==> src/rtl/noc_pkg.sv <==
// Shared types and constants for the local network interface.
package noc_pkg;

    localparam int FLIT_W  = 16;
    localparam int COORD_W = 4;

    // Bit positions inside the sticky error vector.
    localparam int ERR_CREDIT_OVF = 0;
    localparam int ERR_RX_OVF     = 1;
    localparam int ERR_MISROUTE   = 2;

    // Single-flit packet; the router only looks at dx/dy.
    typedef struct packed {
        logic [7:0]         payload;
        logic [COORD_W-1:0] dx;
        logic [COORD_W-1:0] dy;
    } flit_t;

endpackage

==> src/rtl/ni_rx_fifo.sv <==
// First-word-fall-through FIFO for flits ejected by the router.
// Pointers carry one extra wrap bit so every slot is usable.
module ni_rx_fifo #(
    parameter int DEPTH = 4,
    parameter int W     = 16
) (
    input  logic         clk,
    input  logic         rst,
    input  logic         i_push,
    input  logic [W-1:0] i_data,
    input  logic         i_pop,
    output logic [W-1:0] o_data,
    output logic         o_full,
    output logic         o_empty,
    output logic         o_ovf
);

    localparam int AW = $clog2(DEPTH);

    logic [AW:0]  r_wr_ptr;
    logic [AW:0]  r_rd_ptr;
    logic [W-1:0] r_mem [DEPTH];
    logic         w_pop;
    logic         w_wr;

    assign o_empty = (r_wr_ptr == r_rd_ptr);
    assign o_full  = (r_wr_ptr[AW] != r_rd_ptr[AW]) &&
                     (r_wr_ptr[AW-1:0] == r_rd_ptr[AW-1:0]);
    assign w_pop   = i_pop & ~o_empty;
    // A pop frees the head slot in the same cycle, so a full FIFO still
    // accepts a push when it is also being popped.
    assign w_wr    = i_push & (~o_full | w_pop);
    assign o_ovf   = i_push & o_full & ~w_pop;
    assign o_data  = r_mem[r_rd_ptr[AW-1:0]];

    // Storage array; contents are don't-care while empty, so no reset.
    always_ff @(posedge clk) begin
        if (w_wr) r_mem[r_wr_ptr[AW-1:0]] <= i_data;
    end

    // Read/write pointer advance.
    always_ff @(posedge clk or negedge rst) begin
        if (!rst) begin
            r_wr_ptr <= '0;
            r_rd_ptr <= '0;
        end else begin
            if (w_wr)  r_wr_ptr <= r_wr_ptr + (AW+1)'(1);
            if (w_pop) r_rd_ptr <= r_rd_ptr + (AW+1)'(1);
        end
    end

endmodule

==> src/rtl/noc_local_ni.sv <==
// Network interface on a router's Local port: credit-controlled flit
// injection on TX, buffered ejection with credit return on RX.
module noc_local_ni
    import noc_pkg::*;
#(
    parameter int XCOORD   = 0,
    parameter int YCOORD   = 0,
    parameter int CREDITS  = 4,
    parameter int RX_DEPTH = 4
) (
    input  logic              clk,
    input  logic              rst,
    input  logic              tx_valid_i,
    output logic              tx_ready_o,
    input  logic [COORD_W-1:0] tx_dest_x_i,
    input  logic [COORD_W-1:0] tx_dest_y_i,
    input  logic [7:0]        tx_payload_i,
    output logic [FLIT_W-1:0] net_data_o,
    output logic              net_enable_o,
    input  logic              net_credit_i,
    input  logic [FLIT_W-1:0] net_data_i,
    input  logic              net_enable_i,
    output logic              net_credit_o,
    output logic              rx_valid_o,
    input  logic              rx_ready_i,
    output logic [FLIT_W-1:0] rx_data_o,
    output logic [2:0]        err_o
);

    localparam int                 CW   = $clog2(CREDITS + 1);
    localparam logic [CW-1:0]      CMAX = CW'(CREDITS);
    localparam logic [COORD_W-1:0] MY_X = COORD_W'(XCOORD);
    localparam logic [COORD_W-1:0] MY_Y = COORD_W'(YCOORD);

    logic [CW-1:0] r_count;
    flit_t         r_tx_flit;
    logic          r_tx_en;
    logic          r_credit;
    logic [2:0]    r_err;

    flit_t w_tx_flit;
    flit_t w_rx_flit;
    logic  w_accept;
    logic  w_credit_ovf;
    logic  w_misroute;
    logic  w_pop;
    logic  w_rx_empty;
    logic  w_rx_ovf;
    logic  w_rx_full_unused;

    // TX side: ready depends only on the credit register.
    assign tx_ready_o        = (r_count != '0);
    assign w_accept          = tx_valid_i & tx_ready_o;
    assign w_credit_ovf      = net_credit_i & ~w_accept & (r_count == CMAX);
    assign w_tx_flit.payload = tx_payload_i;
    assign w_tx_flit.dx      = tx_dest_x_i;
    assign w_tx_flit.dy      = tx_dest_y_i;
    assign net_data_o        = r_tx_flit;
    assign net_enable_o      = r_tx_en;

    // Credit counter: accept spends one, returned credit adds one,
    // both together cancel; an excess credit saturates at CREDITS.
    always_ff @(posedge clk or negedge rst) begin
        if (!rst) begin
            r_count <= CMAX;
        end else if (w_accept && !net_credit_i) begin
            r_count <= r_count - CW'(1);
        end else if (!w_accept && net_credit_i && (r_count != CMAX)) begin
            r_count <= r_count + CW'(1);
        end
    end

    // Outgoing flit register: data holds until the next accept, strobe is one cycle.
    always_ff @(posedge clk or negedge rst) begin
        if (!rst) begin
            r_tx_flit <= '0;
            r_tx_en   <= 1'b0;
        end else begin
            r_tx_en <= w_accept;
            if (w_accept) r_tx_flit <= w_tx_flit;
        end
    end

    // RX side.
    assign w_rx_flit  = flit_t'(net_data_i);
    assign w_misroute = net_enable_i & ((w_rx_flit.dx != MY_X) | (w_rx_flit.dy != MY_Y));
    assign rx_valid_o = ~w_rx_empty;
    assign w_pop      = rx_valid_o & rx_ready_i;
    assign net_credit_o = r_credit;

    // Full is not needed here: overflow already reports the only case that matters.
    ni_rx_fifo #(
        .DEPTH (RX_DEPTH),
        .W     (FLIT_W)
    ) u_rx_fifo (
        .clk     (clk),
        .rst     (rst),
        .i_push  (net_enable_i),
        .i_data  (net_data_i),
        .i_pop   (w_pop),
        .o_data  (rx_data_o),
        .o_full  (w_rx_full_unused),
        .o_empty (w_rx_empty),
        .o_ovf   (w_rx_ovf)
    );

    // One credit back to the router for every flit the core consumes.
    always_ff @(posedge clk or negedge rst) begin
        if (!rst) r_credit <= 1'b0;
        else      r_credit <= w_pop;
    end

    // Sticky error flags, cleared only by reset.
    always_ff @(posedge clk or negedge rst) begin
        if (!rst) begin
            r_err <= '0;
        end else begin
            if (w_credit_ovf) r_err[ERR_CREDIT_OVF] <= 1'b1;
            if (w_rx_ovf)     r_err[ERR_RX_OVF]     <= 1'b1;
            if (w_misroute)   r_err[ERR_MISROUTE]   <= 1'b1;
        end
    end

    assign err_o = r_err;

endmodule

==> config.mk <==
export PLATFORM = sky130hd
export DESIGN_NAME = noc_local_ni
export DESIGN_NICKNAME = d
export VERILOG_FILES = /design/src/rtl/noc_pkg.sv /design/src/rtl/ni_rx_fifo.sv /design/src/rtl/noc_local_ni.sv
export SDC_FILE = /design/constraint.sdc
export NUM_CORES = 1
export LEC_CHECK = 0
export ABC_AREA = 1
export ABC_CLOCK_PERIOD_IN_PS = 4200
export BUFFER_PORTS_ARGS = -buffer_cell sky130_fd_sc_hd__buf_2
export CAP_MARGIN = 20
export CELL_PAD_IN_SITES_DETAIL_PLACEMENT = 1
export CELL_PAD_IN_SITES_GLOBAL_PLACEMENT = 2
export CORE_MARGIN = 2
export CORE_UTILIZATION = 38
export DETAILED_ROUTE_END_ITERATION = 8
export HOLD_SLACK_MARGIN = 0.08
export PLACE_DENSITY = 0.81
export SLEW_MARGIN = 30
export SYNTH_ARGS = -nofsm -noshare
export SYNTH_HDL_FRONTEND = slang
export SYNTH_SLANG_ARGS = --single-unit
==> constraint.sdc <==
create_clock -name clk -period 4.2 [get_ports clk]
set_input_delay 0.21 -clock clk [delete_from_list [all_inputs] [get_ports clk]]
set_output_delay 0.21 -clock clk [all_outputs]
set_load 0.005 [all_outputs]
==> summary.md, run 1 <==
| Metric | Value |
|---|---|
| Post-Synthesis Cells | `318` |
| Worst skew pair latency | `between 0.3 and 0.4 ns` |
| Slew HR | `0.526` |
| # diodes | `0` |
| Pwr Total | `around 3100 µW` |
| Commonest non-fill, non-tap cells in the layout | `buf_2, nand2_1, edfxtp_1` |
| Vias/cell | `around 4.8` |
| CTS Buffer Depth | `2` |
| Leading cell type in the layout, fill and taps excluded | `buf_2` |
| Syn Nets | `between 300 and 400` |
| Die Y | `around 100 µm` |
| Crit path cell chain | `buf_4 > inv_1 > o21ai_0 > o22ai_1 > buf_2` |
| RSZ-0062 raised after global routing | `false` |
| CP endpoint kind | `output pin` |
| First-pass iteration count of the detailed router | `6` |
| Clk sinks | `94` |
| Initial antenna violation count | `0` |
| Seq/Total Area, Yosys | `0.699` |
| Initial Utilization | `0.391` |
| Vias in the first global route | `about 2900` |
| Power density over the cells | `approximately 650 nW/µm²` |
| FMAX | `roughly 0.47 GHz` |
| Critical path depth | `5` |
| Peak supply drop | `0.197 mV` |
| CP startpoint | `u_rx_fifo.r_rd_ptr[1]$_DFFE_PN0P_` |
| Die W | `between 100 and 150 µm` |
| Worst path buffer plus inverter count | `3` |
| #FFs+latches synth | `94` |
| Status | `complete, no violations` |
| Worst reg2reg setup slack | `between 2 and 2.5 ns` |
| Via count | `2706` |
| Worst Path Max Fanout | `19` |
| Cell depth of the worst flop-to-flop path | `6` |
| H-tree levels | `3` |
| Hold_buf cts | `30` |
| Layout Nets | `roughly 470` |
| Netlist Area Pre-Place | `approximately 3800 µm²` |
| Total wire length | `8.83 mm` |
| Post-CTS setup buffer count | `0` |
| CTS tree | `done` |
| # resized after CTS | `0` |
| Critical Path End | `rx_data_o[5]` |
| Clk root buf | `clkbuf_8` |
| Critical R2R Capture | `u_rx_fifo.r_mem[0][1]$_DFFE_PP_` |
| Critical path's top delay family | `buffers and inverters` |
| Die area | `10900 µm²` |
| Pin count of the biggest net entering global routing | `34` |
| Crit start category | `flop` |
| Hold slack final | `between 0.1 and 0.15 ns` |
| Port bufs | `76` |
| Slew @ Worst Pin | `approximately 0.71 ns` |
| Total GRT Usage | `0.171` |
| CP max stage delay | `~0.4 ns` |
| Reg2Reg Launch Point | `u_rx_fifo.r_rd_ptr[0]$_DFFE_PN0P_` |
| Crit-path slowest cell | `dfrtp_1` |
| Fill count | `about 1100` |
| Hold Path Class | `input port to flop` |
| Leakage | `roughly 0.0021 µW` |
| CTS Buf Count | `9` |
| CP Class | `flop to output pin` |
| Layout cells sized above 1 | `0.263` |
| Hold path start | `net_data_i[5]` |
| I/O pin cnt | `77` |
| Worst EP required | `between 3 and 4 ns` |
| Core area | `~10000 µm²` |
| Minimum clock period | `approximately 2.1 ns` |
| Max-cap viol count | `0` |
| Grt total ovfl | `0` |
| Drt initial violations | `144` |
| Post-synthesis cell type count | `28` |
| Routed Antenna Nets | `0` |
| Placer Congestion | `between 0.7 and 0.8` |
| Setup TNS Final | `0 ns` |
| FP Rows | `36` |
| HPWL Detailed | `~5.8 mm` |
| Warnings from Yosys | `0` |
| Final setup vio count | `0` |
| WL/cell | `about 16 µm` |
| Syn_area_per_cell | `12.0 µm²` |
| Worst-path clk slew | `0.10 ns` |
| Tcrit/Tclk final | `0.501` |
| Clock Skew | `0.00630 ns` |
| Global-route wire length before repair | `roughly 15 mm` |
| Remaining DRCs | `0` |
| Area delta synth->final | `27.1%` |
| Max-slew violation count | `0` |
| CP arrival | `between 1.5 and 2 ns` |
| Final Hold Vio Count | `0` |
-- through the flow --
| stage | area [µm²] | worst slack (ns) | utilization | std cells |
|---|---|---|---|---|
| 2_1_floorplan | 3820 | 2.14 | - | 318 |
| 3_3_place_gp | 4340 | 2.20 | 0.444 | 520 |
| 3_5_place_dp | 4340 | 2.14 | 0.444 | 520 |
| 4_1_cts | 4850 | 1.73 | 0.496 | 566 |
| 5_1_grt | 4860 | 1.89 | 0.497 | 567 |
| 6_report | 4860 | 2.09 | 0.497 | 567 |
-- how the worst min path moves through the flow --
| stage | endpoint | slack (ns) | cells after the start |
|---|---|---|---|
| after detailed placement | net_data_o[10]$_DFFE_PN0P_ | 0.31 | 1 |
| after CTS | u_rx_fifo.r_mem[3][4]$_DFFE_PP_ | 0.08 | 1 |
| after global routing | u_rx_fifo.r_mem[2][5]$_DFFE_PP_ | 0.1 | 1 |
| final | u_rx_fifo.r_mem[2][5]$_DFFE_PP_ | 0.10 | 1 |
| after global placement | net_data_o[10]$_DFFE_PN0P_ | 0.30 | 1 |
| after floorplan | err_o[0]$_DFFE_PN0P_ | -0.09 | 0 |
-- routing by layer --
| layer | GRT usage | vias to the layer above | part of all wire |
|---|---|---|---|
| met2 | 0.290 | 62 | 0.50 |
| met4 | 0.0463 | 0 | 0.0091 |
| met5 | 0 | - | 0 |
| li1 | - | 1306 | - |
| met1 | 0.213 | 1329 | 0.44 |
| met3 | 0.0514 | 9 | 0.049 |
-- sequential cells by signal (all words and copies together) (netlist names) --
name                count
u_rx_fifo.r_rd_ptr      3
net_credit_o            1
u_rx_fifo.r_wr_ptr      3
net_enable_o            1
u_rx_fifo.r_mem        64
r_count                 3
err_o                   3
net_data_o             16
-- power breakdown --
part / switching (µW) / leakage, µW / internal, µW
registers: 115 / 0.000944 / 1250
logic: 707 / 0.00103 / 439
clock network: 348 / 0.000108 / 290
-- final cells by class --
type	instances	area (µm²)	area share
clock buffer	9	124	0.0255
multi-input combinational	193	1010	0.207
sequential	94	2670	0.550
timing repair buffer	113	736	0.151
tap	133	166	0.0342
clock inverter	7	87.6	0.0180
inverter	18	67.6	0.0139
-- worst reg2reg max path, delay by kind of cell (launching register included) --
family                    cells  cell delay [ns]
and+or+nand+nor               4             0.68
buffers and inverters         1             0.30
DFF                           1             0.55
xor gates and xnor gates      1             0.28
-- cell usage after synthesis --
cell      instances  area, µm²
nor2_4            2       22.5
nand4_1           2       12.5
xor2_1            5       43.8
nor2_1           38        143
inv_2             1       3.75
dfstp_2           1       26.3
clkbuf_1          4       15.0
buf_1             1       3.75
a31o_2            1       8.76
inv_1            17       63.8
edfxtp_1         64       1920
nor4_1            1       6.26
nand3_4           1       17.5
nor2_2            1       6.26
dfrtp_1          29        726
nand3_1          10       50.1
nand2_4           5       56.3
buf_6             2       22.5
buf_4             2       15.0
nand2_2           2       12.5
o21bai_1          1       7.51
fa_1              1       20.0
xnor2_2           1       16.3
buf_2             4       20.0
ha_1              5       62.6
o22ai_1          16        100
nand2_1          68        255
o21ai_0          33        165
-- kinds of logic after synthesis --
group	count (synthesis)	synth area share
XOR/XNOR	6	0.0157
flip-flops	94	0.699
adder cells (fa/ha/maj)	6	0.0216
AND/OR/NAND/NOR	130	0.152
AO/OA/AOI/OAI	51	0.0736
buffers and inverters	31	0.0376
Note: power is estimated with default switching activity, not from simulation.
==> run 2: changes to the inputs <==
Settings changed: ABC_CLOCK_PERIOD_IN_PS 4200 to 2000, CORE_UTILIZATION 38 to 36, PLACE_DENSITY 0.81 to 0.77.
Clock period 4.2 ns to 2 ns, I/O delays scaled along.
==> run 2 against run 1 <==
Compared with the run above: routed wire length fell by 2.7%; sequential power up 110%; worst hold slack better by 0.020 ns; via count is 0.26% higher; highest routed layer unchanged.
==> summary.md, run 2 (synthesis gave the netlist of run 1 again) <==
| Metric | Value |
|---|---|
| H-tree levels | `3` |
| Finished Cell Area | `4930 µm²` |
| Via count | `2713` |
| Die W | `around 110 µm` |
| Worst reg2reg setup slack | `approximately 0.26 ns` |
| Hold Path Class | `input port to flop` |
| Core area | `between 10000 and 15000 µm²` |
| Max reg flops | `64` |
| Total wire length | `approximately 8.6 mm` |
| Clk root buf | `clkbuf_8` |
| CTS Buf Count | `9` |
| Port bufs | `76` |
| Hold path cells | `5` |
| Remaining DRCs | `0` |
| Drt initial violations | `101` |
| FMAX | `0.540 GHz` |
| Setup Slack @ Placement | `between 0.2 and 0.3 ns` |
| Total GRT Usage | `0.162` |
| Final setup vio count | `0` |
| Slew @ Worst Pin | `about 0.7 ns` |
| Reg2Reg Launch Point | `r_count[2]$_DFFE_PN1P_` |
| Pin count of the biggest net entering global routing | `33` |
| Routed Antenna Nets | `0` |
| CTS tree | `done` |
| Power density over the cells | `1330 nW/µm²` |
| Worst EP required | `around 1.9 ns` |
| Minimum clock period | `1.85 ns` |
| Layout cells sized above 1 | `0.261` |
| Vias/cell | `4.70` |
| CP endpoint kind | `output pin` |
| Final Hold Vio Count | `0` |
| Crit start category | `flop` |
| Leakage | `~0.0021 µW` |
| CTS Buffer Depth | `2` |
| Max-cap viol count | `0` |
| CP Class | `flop to output pin` |
| Vias in the first global route | `approximately 2900` |
| First-pass iteration count of the detailed router | `4` |
| HPWL Detailed | `5.62 mm` |
| Peak supply drop | `about 0.63 mV` |
| Worst Path Max Fanout | `30` |
| Power share of the sequential group | `0.436` |
| WL/cell | `14.9 µm` |
| # diodes | `0` |
| Clock Skew | `0.00972 ns` |
| Status | `complete, no violations` |
| Tcrit/Tclk final | `0.926` |
| Slew HR | `0.535` |
| Die Y | `around 110 µm` |
| Initial Utilization | `0.370` |
| Psw | `2380 µW` |
| FP Rows | `37` |
| Worst-path clk slew | `~0.08 ns` |
| Clk sinks | `between 90 and 100` |
| Commonest non-fill, non-tap cells in the layout | `buf_2, nand2_1, edfxtp_1` |
| Max-slew violation count | `0` |
| Grt total ovfl | `0` |
| Critical path's top delay family | `buffers and inverters` |
| Initial antenna violation count | `0` |
| Worst skew pair latency | `0.36 ns` |
| Hold path start | `tx_valid_i` |
| Setup ws final | `approximately 0.15 ns` |
| Placed instance area | `around 4400 µm²` |
| Crit path cell chain | `buf_4 > o21ai_0 > o22ai_1 > buf_2` |
| Comb pwr share | `0.374` |
| Placer Congestion | `about 0.72` |
| Leading cell type in the layout, fill and taps excluded | `buf_2` |
| I/O pin cnt | `slightly below 80` |
| Layout Nets | `480` |
| Die area | `~11000 µm²` |
| Area delta synth->final | `29.0%` |
| CP max stage delay | `~0.46 ns` |
| Switching portion of total power | `0.363` |
| Global-route wire length before repair | `between 10 and 15 mm` |
| Worst path buffer plus inverter count | `2` |
| Crit-path slowest cell | `dfrtp_1` |
| CP arrival | `between 1.5 and 2 ns` |
| Pint | `about 4200 µW` |
| Cell depth of the worst flop-to-flop path | `9` |
| Hold path endpoint | `r_count[2]$_DFFE_PN1P_` |
| Critical R2R Capture | `r_count[2]$_DFFE_PN1P_` |
| Clk pwr share | `0.190` |
| RSZ-0062 raised after global routing | `false` |
[run 2: cell types whose count changed in the layout (fill, tap and decap cells not counted), sizes merged]
cell         previous run  this run
dlygate4sd3            31        36
clkinv                  2         6
inv                    22        18
buf                    82        84
[run 2: worst max-delay path by stage]
stage	slack [ns]	start	end	cells past startpoint
floorplan	-0.06	u_rx_fifo.r_rd_ptr[1]$_DFFE_PN0P_	u_rx_fifo.r_mem[0][0]$_DFFE_PP_	6
global placement	0.33	u_rx_fifo.r_rd_ptr[0]$_DFFE_PN0P_	u_rx_fifo.r_mem[0][13]$_DFFE_PP_	6
detailed placement	0.27	r_count[2]$_DFFE_PN1P_	r_count[2]$_DFFE_PN1P_	9
CTS	0.06	u_rx_fifo.r_rd_ptr[0]$_DFFE_PN0P_	rx_data_o[5]	5
global route	0.03	u_rx_fifo.r_rd_ptr[0]$_DFFE_PN0P_	rx_data_o[5]	4
finish	0.15	u_rx_fifo.r_rd_ptr[0]$_DFFE_PN0P_	rx_data_o[5]	4
[run 2: worst register-to-register path, cell delays in order, from the launching register on]
cell and delay, ns:
dfstp_2 0.55, inv_1 0.06, nand2_2 0.11, nand3_1 0.16, fa_1 0.44, inv_1 0.10
nand4_1 0.09, nand3_1 0.08, nand2_1 0.05, inv_1 0.05
[run 2: cell type report]
class | count | area (µm²)
fillers | 1111 | 5390
flip-flops and latches | 94 | 2670
multi-input cells | 193 | 1010
repair buffers | 120 | 817
well taps | 136 | 170
clock buffers | 9 | 124
clock inverters | 7 | 75.1
inverters | 18 | 67.6
[run 2: metal layers]
metal	wire, µm	track usage	part of all wire
met1	3940	0.204	0.46
met2	4140	0.278	0.48
met3	426	0.0413	0.050
met4	82	0.0445	0.0095
met5	0	0	0
[run 2: per-stage QoR]
step	hold slack, ns	power [µW]	std cells	TNS (ns)	util
2_1_floorplan	-0.196	4380	318	-3.56	-
3_3_place_gp	0.193	5270	525	0	0.423
3_5_place_dp	0.201	5350	525	0	0.423
4_1_cts	0.109	6680	577	0	0.478
5_1_grt	0.131	7090	577	0	0.478
6_report	0.125	6550	577	0	0.478
[run 2: power by group through the flow]
stage / Combinational (µW) / Clock [µW] / Sequential (µW)
floorplan: 1520 / 0 / 2860
global placement: 2390 / 0 / 2880
detailed placement: 2460 / 0 / 2900
CTS: 2510 / 1300 / 2860
global route: 2800 / 1370 / 2920
finish: 2450 / 1240 / 2860
[run 2: timing repair]
item,4_1_cts,5_1_grt
gates resized for setup,0,1
endpoints found under the hold margin,117,0
hold buffers,36,0
endpoints found under the setup margin,0,1
buffers inserted,0,0
